`src/rtl/perf_mon_pkg.sv`:
```
// Shared opcodes, retire classes, counter indices and FSM encoding for the
// pipeline performance monitor.
package perf_mon_pkg;

    localparam logic [6:0] OP_R    = 7'h33;
    localparam logic [6:0] OP_LD   = 7'h03;
    localparam logic [6:0] OP_SD   = 7'h23;
    localparam logic [6:0] OP_BR   = 7'h63;
    localparam logic [6:0] OP_ADDI = 7'h13;

    typedef enum logic [2:0] {
        CLS_R,
        CLS_LD,
        CLS_SD,
        CLS_BR,
        CLS_ADDI,
        CLS_OTHER
    } instr_class_e;

    localparam int NUM_CLASSES = 6;

    localparam logic [3:0] CNT_CYCLE      = 4'd0;
    localparam logic [3:0] CNT_RETIRED    = 4'd1;
    localparam logic [3:0] CNT_STALL      = 4'd2;
    localparam logic [3:0] CNT_FLUSH      = 4'd3;
    localparam logic [3:0] CNT_TRACE_DROP = 4'd4;
    localparam logic [3:0] CNT_CLS_R      = 4'd5;
    localparam logic [3:0] CNT_CLS_LD     = 4'd6;
    localparam logic [3:0] CNT_CLS_SD     = 4'd7;
    localparam logic [3:0] CNT_CLS_BR     = 4'd8;
    localparam logic [3:0] CNT_CLS_ADDI   = 4'd9;
    localparam logic [3:0] CNT_CLS_OTHER  = 4'd10;

    localparam int NUM_CNT = int'(CNT_CLS_R) + NUM_CLASSES;

    typedef enum logic [1:0] {
        IDLE,
        RUN,
        DRAIN,
        FROZEN
    } state_e;

    function automatic instr_class_e decode_class(input logic [6:0] opcode);
        case (opcode)
            OP_R:    return CLS_R;
            OP_LD:   return CLS_LD;
            OP_SD:   return CLS_SD;
            OP_BR:   return CLS_BR;
            OP_ADDI: return CLS_ADDI;
            default: return CLS_OTHER;
        endcase
    endfunction

    function automatic logic [3:0] class_to_idx(input instr_class_e cls);
        case (cls)
            CLS_R:    return CNT_CLS_R;
            CLS_LD:   return CNT_CLS_LD;
            CLS_SD:   return CNT_CLS_SD;
            CLS_BR:   return CNT_CLS_BR;
            CLS_ADDI: return CNT_CLS_ADDI;
            default:  return CNT_CLS_OTHER;
        endcase
    endfunction

endpackage

```
`src/rtl/perf_trace_fifo.sv`:
```
// Synchronous first-word-fall-through FIFO for retire trace entries.
// A push into a full FIFO is accepted only when a pop happens in the same cycle.
module perf_trace_fifo #(
    parameter int WIDTH = 64,
    parameter int DEPTH = 16
) (
    input  logic             clk,
    input  logic             reset,
    input  logic             push,
    input  logic             pop,
    input  logic [WIDTH-1:0] wr_data,
    output logic [WIDTH-1:0] rd_data,
    output logic             full,
    output logic             empty
);

    localparam int AW = $clog2(DEPTH);

    logic [WIDTH-1:0] mem [DEPTH];
    logic [AW-1:0]    wr_ptr;
    logic [AW-1:0]    rd_ptr;
    logic [AW:0]      count;
    logic             do_push;
    logic             do_pop;

    assign empty   = (count == '0);
    assign full    = (count == (AW+1)'(DEPTH));
    assign do_pop  = pop && !empty;
    assign do_push = push && (!full || do_pop);
    assign rd_data = mem[rd_ptr];

    always_ff @(posedge clk) begin
        if (!reset) begin
            wr_ptr <= '0;
            rd_ptr <= '0;
            count  <= '0;
        end else begin
            if (do_push) wr_ptr <= wr_ptr + AW'(1);
            if (do_pop)  rd_ptr <= rd_ptr + AW'(1);
            case ({do_push, do_pop})
                2'b10:   count <= count + (AW+1)'(1);
                2'b01:   count <= count - (AW+1)'(1);
                default: count <= count;
            endcase
        end
    end

    // Storage carries no reset; occupancy alone decides what is valid.
    always_ff @(posedge clk) begin
        if (do_push) mem[wr_ptr] <= wr_data;
    end

endmodule

```
`src/rtl/pipeline_perf_monitor.sv`:
```
// Hardware performance counters and optional retire trace for cpu_pipelined.
// Define PERF_MON_TRACE_EN to build the PC/instruction trace FIFO.
//
//  state  | meaning
//  IDLE   | waiting for run_en, nothing counted
//  RUN    | program executing, all counters active
//  DRAIN  | DRAIN_CYCLES post-end_program cycles still counted
//  FROZEN | counts held until reset, done=1
module pipeline_perf_monitor
    import perf_mon_pkg::*;
#(
    parameter int CNT_W        = 32,
    parameter int PC_W         = 32,
    parameter int TRACE_DEPTH  = 16,
    parameter int DRAIN_CYCLES = 5
) (
    input  logic             clk,
    input  logic             reset,
    input  logic             run_en,
    input  logic             end_program,
    input  logic             retire_valid,
    input  logic [PC_W-1:0]  retire_pc,
    input  logic [31:0]      retire_instr,
    input  logic             stall,
    input  logic             flush,
    input  logic [3:0]       cnt_sel,
    output logic [CNT_W-1:0] cnt_rdata,
    input  logic             trace_rd_en,
    output logic             trace_valid,
    output logic [PC_W+31:0] trace_data,
    output logic             trace_ovf,
    output logic             done
);

    localparam int DRN_W = (DRAIN_CYCLES > 1) ? $clog2(DRAIN_CYCLES) : 1;
    localparam logic [DRN_W-1:0] DRN_LOAD = DRN_W'((DRAIN_CYCLES > 0) ? DRAIN_CYCLES - 1 : 0);

    state_e           state;
    state_e           state_nxt;
    logic [DRN_W-1:0] drain_cnt;
    logic [DRN_W-1:0] drain_nxt;
    logic             counting;
    logic             trace_drop_evt;
    instr_class_e     retire_cls;
    logic [NUM_CNT-1:0] cnt_inc;
    logic [CNT_W-1:0] cnt [NUM_CNT];
    logic [CNT_W-1:0] rd_mux;

    always_ff @(posedge clk) begin
        if (!reset) begin
            state     <= IDLE;
            drain_cnt <= '0;
        end else begin
            state     <= state_nxt;
            drain_cnt <= drain_nxt;
        end
    end

    // The drain timer is a down-counter loaded on the end_program cycle;
    // terminal count zero marks the last counted DRAIN cycle.
    always_comb begin
        state_nxt = state;
        drain_nxt = drain_cnt;
        case (state)
            IDLE: begin
                if (run_en) state_nxt = RUN;
            end
            RUN: begin
                if (end_program) begin
                    if (DRAIN_CYCLES == 0) begin
                        state_nxt = FROZEN;
                    end else begin
                        state_nxt = DRAIN;
                        drain_nxt = DRN_LOAD;
                    end
                end
            end
            DRAIN: begin
                if (drain_cnt == '0) state_nxt = FROZEN;
                else                 drain_nxt = drain_cnt - DRN_W'(1);
            end
            FROZEN: begin
                state_nxt = FROZEN;
            end
            default: begin
                state_nxt = IDLE;
            end
        endcase
    end

    assign counting   = (state == RUN) || (state == DRAIN);
    assign done       = (state == FROZEN);
    assign retire_cls = decode_class(retire_instr[6:0]);

`ifdef PERF_MON_TRACE_EN
    logic push_req;
    logic pop_req;
    logic fifo_full;
    logic fifo_empty;
    logic ovf_q;

    assign push_req       = counting && retire_valid;
    assign pop_req        = trace_rd_en && !fifo_empty;
    assign trace_drop_evt = push_req && fifo_full && !pop_req;

    perf_trace_fifo #(
        .WIDTH (PC_W + 32),
        .DEPTH (TRACE_DEPTH)
    ) u_trace_fifo (
        .clk     (clk),
        .reset   (reset),
        .push    (push_req),
        .pop     (pop_req),
        .wr_data ({retire_pc, retire_instr}),
        .rd_data (trace_data),
        .full    (fifo_full),
        .empty   (fifo_empty)
    );

    always_ff @(posedge clk) begin
        if (!reset)              ovf_q <= 1'b0;
        else if (trace_drop_evt) ovf_q <= 1'b1;
    end

    assign trace_valid = !fifo_empty;
    assign trace_ovf   = ovf_q;
`else
    logic unused_trace;

    assign trace_drop_evt = 1'b0;
    assign trace_valid    = 1'b0;
    assign trace_data     = '0;
    assign trace_ovf      = 1'b0;
    assign unused_trace   = ^{trace_rd_en, retire_pc, retire_instr[31:7]};
`endif

    always_comb begin
        cnt_inc = '0;
        if (counting) begin
            cnt_inc[CNT_CYCLE]                = 1'b1;
            cnt_inc[CNT_RETIRED]              = retire_valid;
            cnt_inc[CNT_STALL]                = stall;
            cnt_inc[CNT_FLUSH]                = flush;
            cnt_inc[CNT_TRACE_DROP]           = trace_drop_evt;
            cnt_inc[class_to_idx(retire_cls)] = retire_valid;
        end
    end

    // Saturating counters: an all-ones value holds instead of wrapping.
    always_ff @(posedge clk) begin
        if (!reset) begin
            for (int i = 0; i < NUM_CNT; i++) cnt[i] <= '0;
        end else begin
            for (int i = 0; i < NUM_CNT; i++) begin
                if (cnt_inc[i] && (cnt[i] != '1)) cnt[i] <= cnt[i] + CNT_W'(1);
            end
        end
    end

    always_comb begin
        rd_mux = '0;
        if (cnt_sel <= CNT_CLS_OTHER) rd_mux = cnt[cnt_sel];
    end

    always_ff @(posedge clk) begin
        if (!reset) cnt_rdata <= '0;
        else        cnt_rdata <= rd_mux;
    end

endmodule
```
`config.mk`:
```
export PLATFORM = sky130hd
export DESIGN_NAME = pipeline_perf_monitor
export DESIGN_NICKNAME = d
export VERILOG_FILES = /design/src/rtl/perf_mon_pkg.sv /design/src/rtl/perf_trace_fifo.sv /design/src/rtl/pipeline_perf_monitor.sv
export SDC_FILE = /design/constraint.sdc
export NUM_CORES = 1
export LEC_CHECK = 0
export BUFFER_PORTS_ARGS = -buffer_cell sky130_fd_sc_hd__buf_2
export CAP_MARGIN = 20
export CORE_MARGIN = 2
export CORE_UTILIZATION = 55
export DETAILED_ROUTE_END_ITERATION = 7
export PLACE_DENSITY = 0.86
export SLEW_MARGIN = 30
export SYNTH_ARGS = -nofsm -noshare
export SYNTH_HDL_FRONTEND = slang
export SYNTH_SLANG_ARGS = --single-unit
```
`constraint.sdc`:
```
create_clock -name clk -period 7.5 [get_ports clk]
set_clock_uncertainty 0.1 [all_clocks]
set_input_delay 0.75 -clock clk [delete_from_list [all_inputs] [get_ports clk]]
set_output_delay 0.75 -clock clk [all_outputs]
set_load 0.05 [all_outputs]
```
==> results of run 1 <==
-- power by group through the flow --
stage / Combinational, mW / Sequential (mW) / Clock [mW]
2_1_floorplan: 0.627 / 2.91 / 0
3_5_place_dp: 0.827 / 2.96 / 0
4_1_cts: 0.836 / 2.92 / 2.25
6_report: 0.841 / 2.93 / 2.24
3_3_place_gp: 0.801 / 2.94 / 0
5_1_grt: 0.905 / 2.95 / 2.34
-- cell families (layout without fill, tap and decap cells) --
group	after synthesis	count (layout)
XOR/XNOR	281	281
AO/OA/AOI/OAI	158	158
adder cells (fa/ha/maj)	17	17
other	1	98
AND/OR/NAND/NOR	940	940
flip-flops	389	389
multiplexers	99	99
buffers and inverters	207	196
-- worst max path at each step --
stage / from / to / slack (ps)
CTS: state[0] / cnt[7][21] / 4080
finish: state[0] / cnt[7][10] / 4090
detailed placement: reset / cnt[9][12] / 3950
global route: state[0] / cnt[7][21] / 3880
floorplan: retire_instr[2] / cnt[9][0] / 3130
global placement: reset / cnt[9][28] / 3910
-- worst max-delay path: cells and delay by family, from the launching register on --
kind                     cells  cell delay (ps)
AO/OA/AOI/OAI                1              860
adder cells (fa/ha/maj)      1              470
buffers and inverters        1              100
flip-flops                   1              390
AND/OR/NAND/NOR              2             1090
-- through the flow --
stage | worst slack, ps | utilization, % | instance area [um2] | power [mW] | instances
CTS | 4080 | 61.0 | 24900 | 6.01 | 2710
detailed placement | 3950 | 57.3 | 23400 | 3.79 | 2630
global route | 3880 | 61.0 | 24900 | 6.20 | 2710
finish | 4090 | 61.0 | 24900 | 6.01 | 2710
global placement | 3910 | 57.2 | 23400 | 3.74 | 2630
floorplan | 3130 | - | 23100 | 3.54 | 2189
-- flip-flops by register name, summed over array words and instances (netlist names) --
signal	count
cnt	352
state	2
drain_cnt	3
cnt_rdata	32
-- cell type report --
type / instances / area share, %
sequential: 389 / 45.4
multi-input combinational: 1593 / 43.4
clock buffer: 60 / 5.15
tap: 532 / 2.67
timing repair buffer: 78 / 1.90
clock inverter: 20 / 0.909
inverter: 38 / 0.572
-- cell usage after synthesis, types with 22 or more instances --
library cell | count | area share (%)
dfxtp_1 | 37 | 3.3
inv_1 | 38 | 0.63
nand2_1 | 99 | 1.6
and3_1 | 52 | 1.4
mux2i_1 | 35 | 1.5
and4_1 | 37 | 1.4
buf_2 | 33 | 0.73
nor3_1 | 22 | 0.48
nor2_1 | 363 | 6.0
clkbuf_1 | 52 | 0.86
a21oi_1 | 52 | 1.1
buf_4 | 71 | 2.3
mux4_2 | 63 | 6.2
xnor2_1 | 93 | 3.6
edfxtp_1 | 352 | 46
o21ai_0 | 24 | 0.53
nand4_1 | 89 | 2.4
nor2b_1 | 34 | 0.93
xor2_1 | 188 | 7.2
nand3_1 | 132 | 2.9
a211oi_1 | 65 | 2.1
-- routing by layer --
metal | wire length (um) | global-route usage (%)
met5 | 0 | 0
met4 | 2840 | 13.2
met3 | 4880 | 4.60
met2 | 27200 | 42.2
met1 | 21000 | 32.8
==> results.md, run 1 <==
* Outcome: finished clean
* Row cnt at 74
* CTS max path bufs at 3
* Post-synth EDFFs at between 300 and 400
* Root Buffer: clkbuf_16
* Fin. Hold Viols at 0
* Main synth FF type: edfxtp_1
* Syn avg cell area at 10.9 um2
* Post-Synth Adder-Cell Area at 0.934%
* Most frequent cells in the layout: 363 x nor2_1, 352 x edfxtp_1, 188 x xor2_1
* Max-Cap Viols at 0
* CTS resizes at 0
* Largest family of logic cells by synthesized area: simple AND/OR/NAND/NOR gates
* Fmax at 293 MHz
* Largest stage delay on the critical path at 860 ps
* Worst setup SP type: flip-flop
* Setup bufs post-CTS at 0
* Max-slew violations at 0
* Share of post-route cells with drive strength above 1 at 13.3%
* 1st-iter DRT viols at roughly 2.0k
* Core area at 40800 um2
* Power density over the cells at about 240 nW/um2
* Yosys warns at 0
* Yosys cell types at 57
* Leakage power at 8.49 nW
* Remaining global-route overflow at 0
* Post-synth ARST share at 0%
* Largest net degree at the start of global routing at just over 100
* Worst slew margin at 34.3%
* Unrepaired setup endpoints after global routing: no
* DR vias/cell at 6.20
* # port buffers at 50
* TNS Setup at 0 ps
* Peak VDD IR at 0.180 mV
* TritonCTS Buffers at 43
* Sw Share at around 29%
* Post-synthesis mux area share at 7.88%
* Sequential cell area at 11300 um2
* Multi-input logic area at 10800 um2
* Worst skew pair latency at 570 ps
* P_int at 4.28 mW
* Critical Path AT at approximately 3500 ps
* Psw at about 1.7 mW
* Fraction of the mapped netlist area in simple logic gates at 21.3%
* First-pass iteration count of the detailed router at 5
* Reg power frac at 48.7%
* Flop2flop setup slack at 4090 ps
* Global placement routability congestion at 0.912
* Hold-fix buffer count after cts at 0
* CP Class: flip-flop to flip-flop
* Antenna cells at 0
* Final WL at ~56 mm
* Worst-path clk slew at 60 ps
* Synthesis-to-layout area growth at 9.44%
* Post-Syn Area at 22800 um2
* Critical R2R Launch: state[0]
* Worst Tran Pin Value at 976 ps
* # H-tree levels at 2
* Hold path cells at 2
* Gate Count Post-Synth at between 2k and 2.5k
* Initial antenna violation count at 1
* Minimum clock period at 3410 ps
* Crit-path cells: inv_1 -> ha_1 -> nand2_1 -> nor4_1 -> a31o_2
* R2R depth at 5
* IO Pins at 175
* # setup viols final at 0
* Post-Synth XOR/XNOR Area at approximately 11%
* Flops & latches, synth at 389
* # clock sinks at 389
* Clock power share at 37.3%
* Critical hold path startpoint: drain_cnt[2]
* Reg2reg end: cnt[7][10]
* DIE WIDTH at 207 um
* Final period util at 45.5%
* Hold EP: drain_cnt[2]
* Vias in the first global route at 16.3k
* Die Area at 43100 um2
* CTS tree: built
* Compound-Gate Fraction of Synth Area at 4.47%
* Critical Path Fanout Max at 32
* Endpoint class of the critical path: flip-flop
* Fill cell count at ~3k
* Global-route wire length before repair at 88.6 mm
* Layout Nets at 2236
* DRC Markers at 0
* Gr usage total at 25.7%
* Hold Crit Class: flip-flop to flip-flop
* Post-synthesis sequential area ratio at 49.7%
* Via count at 16.8k
* WL per Instance at ~21 um
* Antenna-violating nets left at 0
* Slowest cell on the critical path: a31o_2
* Commonest non-fill, non-tap cell in the layout: nor2_1
* Req. time, crit path at 7590 ps
* Combinational share of power at 14.0%
* Post-DP HPWL at 39.0 mm
* Fin Hold WS at between 400 and 500 ps
* Initial Util at between 50 and 60%
* Die height at 207 um
Note: power is estimated with default switching activity, not from simulation.
==> run 2, diff against run 1 <==
Clock period 7.5 ns to 3.6 ns, I/O delays scaled along.
==> results.md, run 2 (synthesis gave the netlist of run 1 again) <==
* Row cnt at 74 (unchanged)
* Global-route wire length before repair at 87.2 mm (was 88.6 mm)
* Post-DP HPWL at 39.4 mm (was 39.0 mm)
* CTS resizes at 0 (unchanged)
* Met1 GRT Util at 33.4% (was 32.8%)
* Global placement routability congestion at 0.913 (was 0.912)
* Worst Tran Pin Value at 866 ps (was 976 ps)
* Hold path cells at 4 (was 2)
* Worst slew margin at 42.2% (was 34.3%)
* Final WL at 54.7 mm (was 56.0 mm)
* Root Buffer: clkbuf_16 (unchanged)
* Die Area at 43100 um2 (unchanged)
* CP Class: flip-flop to flip-flop (unchanged)
* IO Pins at 175 (unchanged)
* Met2 GRT Util at 40.5% (was 42.2%)
* Critical Path Fanout Max at 26 (was 32)
* Endpoint class of the critical path: flip-flop (unchanged)
* Remaining global-route overflow at 0 (unchanged)
* DR vias/cell at 6.17 (was 6.20)
* Max-slew violations at 0 (unchanged)
* Critical hold path startpoint: end_program (was drain_cnt[2])
* CTS tree: built (unchanged)
* Grt met3 use at 3.96% (was 4.60%)
* # port buffers at 50 (unchanged)
* 1st-iter DRT viols at 1998 (was 2027)
* Final Non-Filler Cells at 2721 (was 2710)
* TNS Setup at 0 ps (unchanged)
* Initial Util at 55.8% (unchanged)
* Via count at 16.8k (about the same)
* # clock sinks at 389 (unchanged)
* Worst setup SP type: flip-flop (unchanged)
* Gr usage total at 25.2% (was 25.7%)
* Commonest non-fill, non-tap cell in the layout: nor2_1 (unchanged)
* Reg2reg end: cnt[5][27] (was cnt[7][10])
* Initial antenna violation count at 2 (was 1)
* Largest Register: cnt (unchanged)
* # setup viols final at 0 (unchanged)
* Fin Hold WS at 126 ps (was 400 ps)
* Worst-path clk slew at 60 ps (about the same)
* Minimum clock period at 3150 ps (was 3410 ps)
* First-pass iteration count of the detailed router at 6 (was 5)
* Synthesis-to-layout area growth at 9.16% (was 9.44%)
* Final period util at 87.6% (was 45.5%)
* Largest net degree at the start of global routing at 69 (was 102)
* Share of post-route cells with drive strength above 1 at 13.3% (about the same)
* DRC Markers at 0 (unchanged)
* # H-tree levels at 2 (unchanged)
* Hold EP: state[0] (was drain_cnt[2])
* Hold Crit Class: input pin to flip-flop (was flip-flop to flip-flop)
* Fill cell count at 3060 (was 2987)
* Power density over the cells at 488 nW/um2 (was 241 nW/um2)
* Design Power at 12.1 mW (was 6.01 mW)
* Fmax at 317 MHz (was 293 MHz)
* Vias in the first global route at 16.2k (was 16.3k)
* Largest regs: cnt: 352 flops, cnt_rdata: 32 flops, drain_cnt: 3 flops (unchanged)
* Critical R2R Launch: state[1] (was state[0])
* Critical Path AT at 3450 ps (was 3500 ps)
* Antenna-violating nets left at 0 (unchanged)
* Fin. Hold Viols at 0 (unchanged)
* Max-Cap Viols at 0 (unchanged)
* Max FFs per register at 352 (unchanged)
* Leakage power at 8.47 nW (was 8.49 nW)
* Layout Nets at 2248 (was 2236)
* DP Cell Count at 2644 (was 2630)
* R2R depth at 7 (was 5)
* TritonCTS Buffers at 41 (was 43)
* Hold-fix buffer count after cts at 0 (unchanged)
* Flop2flop setup slack at 450 ps (was 4090 ps)
* Outcome: finished clean (unchanged)
* Req. time, crit path at 3900 ps (was 7590 ps)
* Core area at 40800 um2 (unchanged)
* Unrepaired setup endpoints after global routing: no (unchanged)
* Worst skew pair latency at 580 ps (was 570 ps)
* DIE WIDTH at 207 um (unchanged)
* Die height at 207 um (unchanged)
* Most frequent cells in the layout: 363 x nor2_1, 352 x edfxtp_1, 188 x xor2_1 (unchanged)
* WL per Instance at 20.1 um (was 20.7 um)
* Peak VDD IR at 0.388 mV (was 0.180 mV)
* Setup bufs post-CTS at 0 (unchanged)
* Gr busiest metal: met2 (unchanged)
* CTS max path bufs at 3 (unchanged)
-- run 2: layout make-up --
class	instances	area (um2)	share of cell area (%)
flip-flops and latches	389	11300	45.5
multi-input cells	1593	10800	43.4
clock buffers	50	1110	4.47
well taps	532	666	2.68
repair buffers	92	599	2.41
clock inverters	26	243	0.976
inverters	38	143	0.574
diodes	1	2.50	0.0101
-- run 2: report_power, final --
part	leakage [nW]	switching (mW)	internal [mW]
Clock	0.665	1.84	2.44
Combinational	3.84	1.12	0.633
Sequential	3.97	0.595	5.51
-- run 2: worst max path at each step --
stage,start,endpoint,slack [ps],cells past startpoint
after floorplan,state[0],cnt[6][0],200,6
after global placement,state[0],cnt[5][6],520,7
after detailed placement,state[1],cnt[5][27],380,7
after CTS,state[1],cnt[5][27],370,7
after global routing,state[1],cnt[5][27],240,7
final,state[1],cnt[5][27],450,7
-- run 2: metal layers --
layer	wire, um	share of wire (%)
met5	12	0.022
met4	2770	5.1
met3	4560	8.3
met2	26100	48
met1	21200	39
-- run 2: critical path, cell delays in order (launching register included) --
cell	delay, ps
dfxtp_1	390
inv_1	100
ha_1	450
nand2_1	240
nor3_1	630
nand4_1	400
o21bai_4	470
nor2_1	220
-- run 2: per-stage QoR --
| stage | setup slack, ps | instance area [um2] | utilization [%] |
|---|---|---|---|
| finish | 446 | 24900 | 60.9 |
| global route | 245 | 24900 | 60.9 |
| CTS | 366 | 24800 | 60.9 |
| detailed placement | 377 | 23500 | 57.5 |
| global placement | 524 | 23500 | 57.5 |
| floorplan | 200 | 23100 | - |
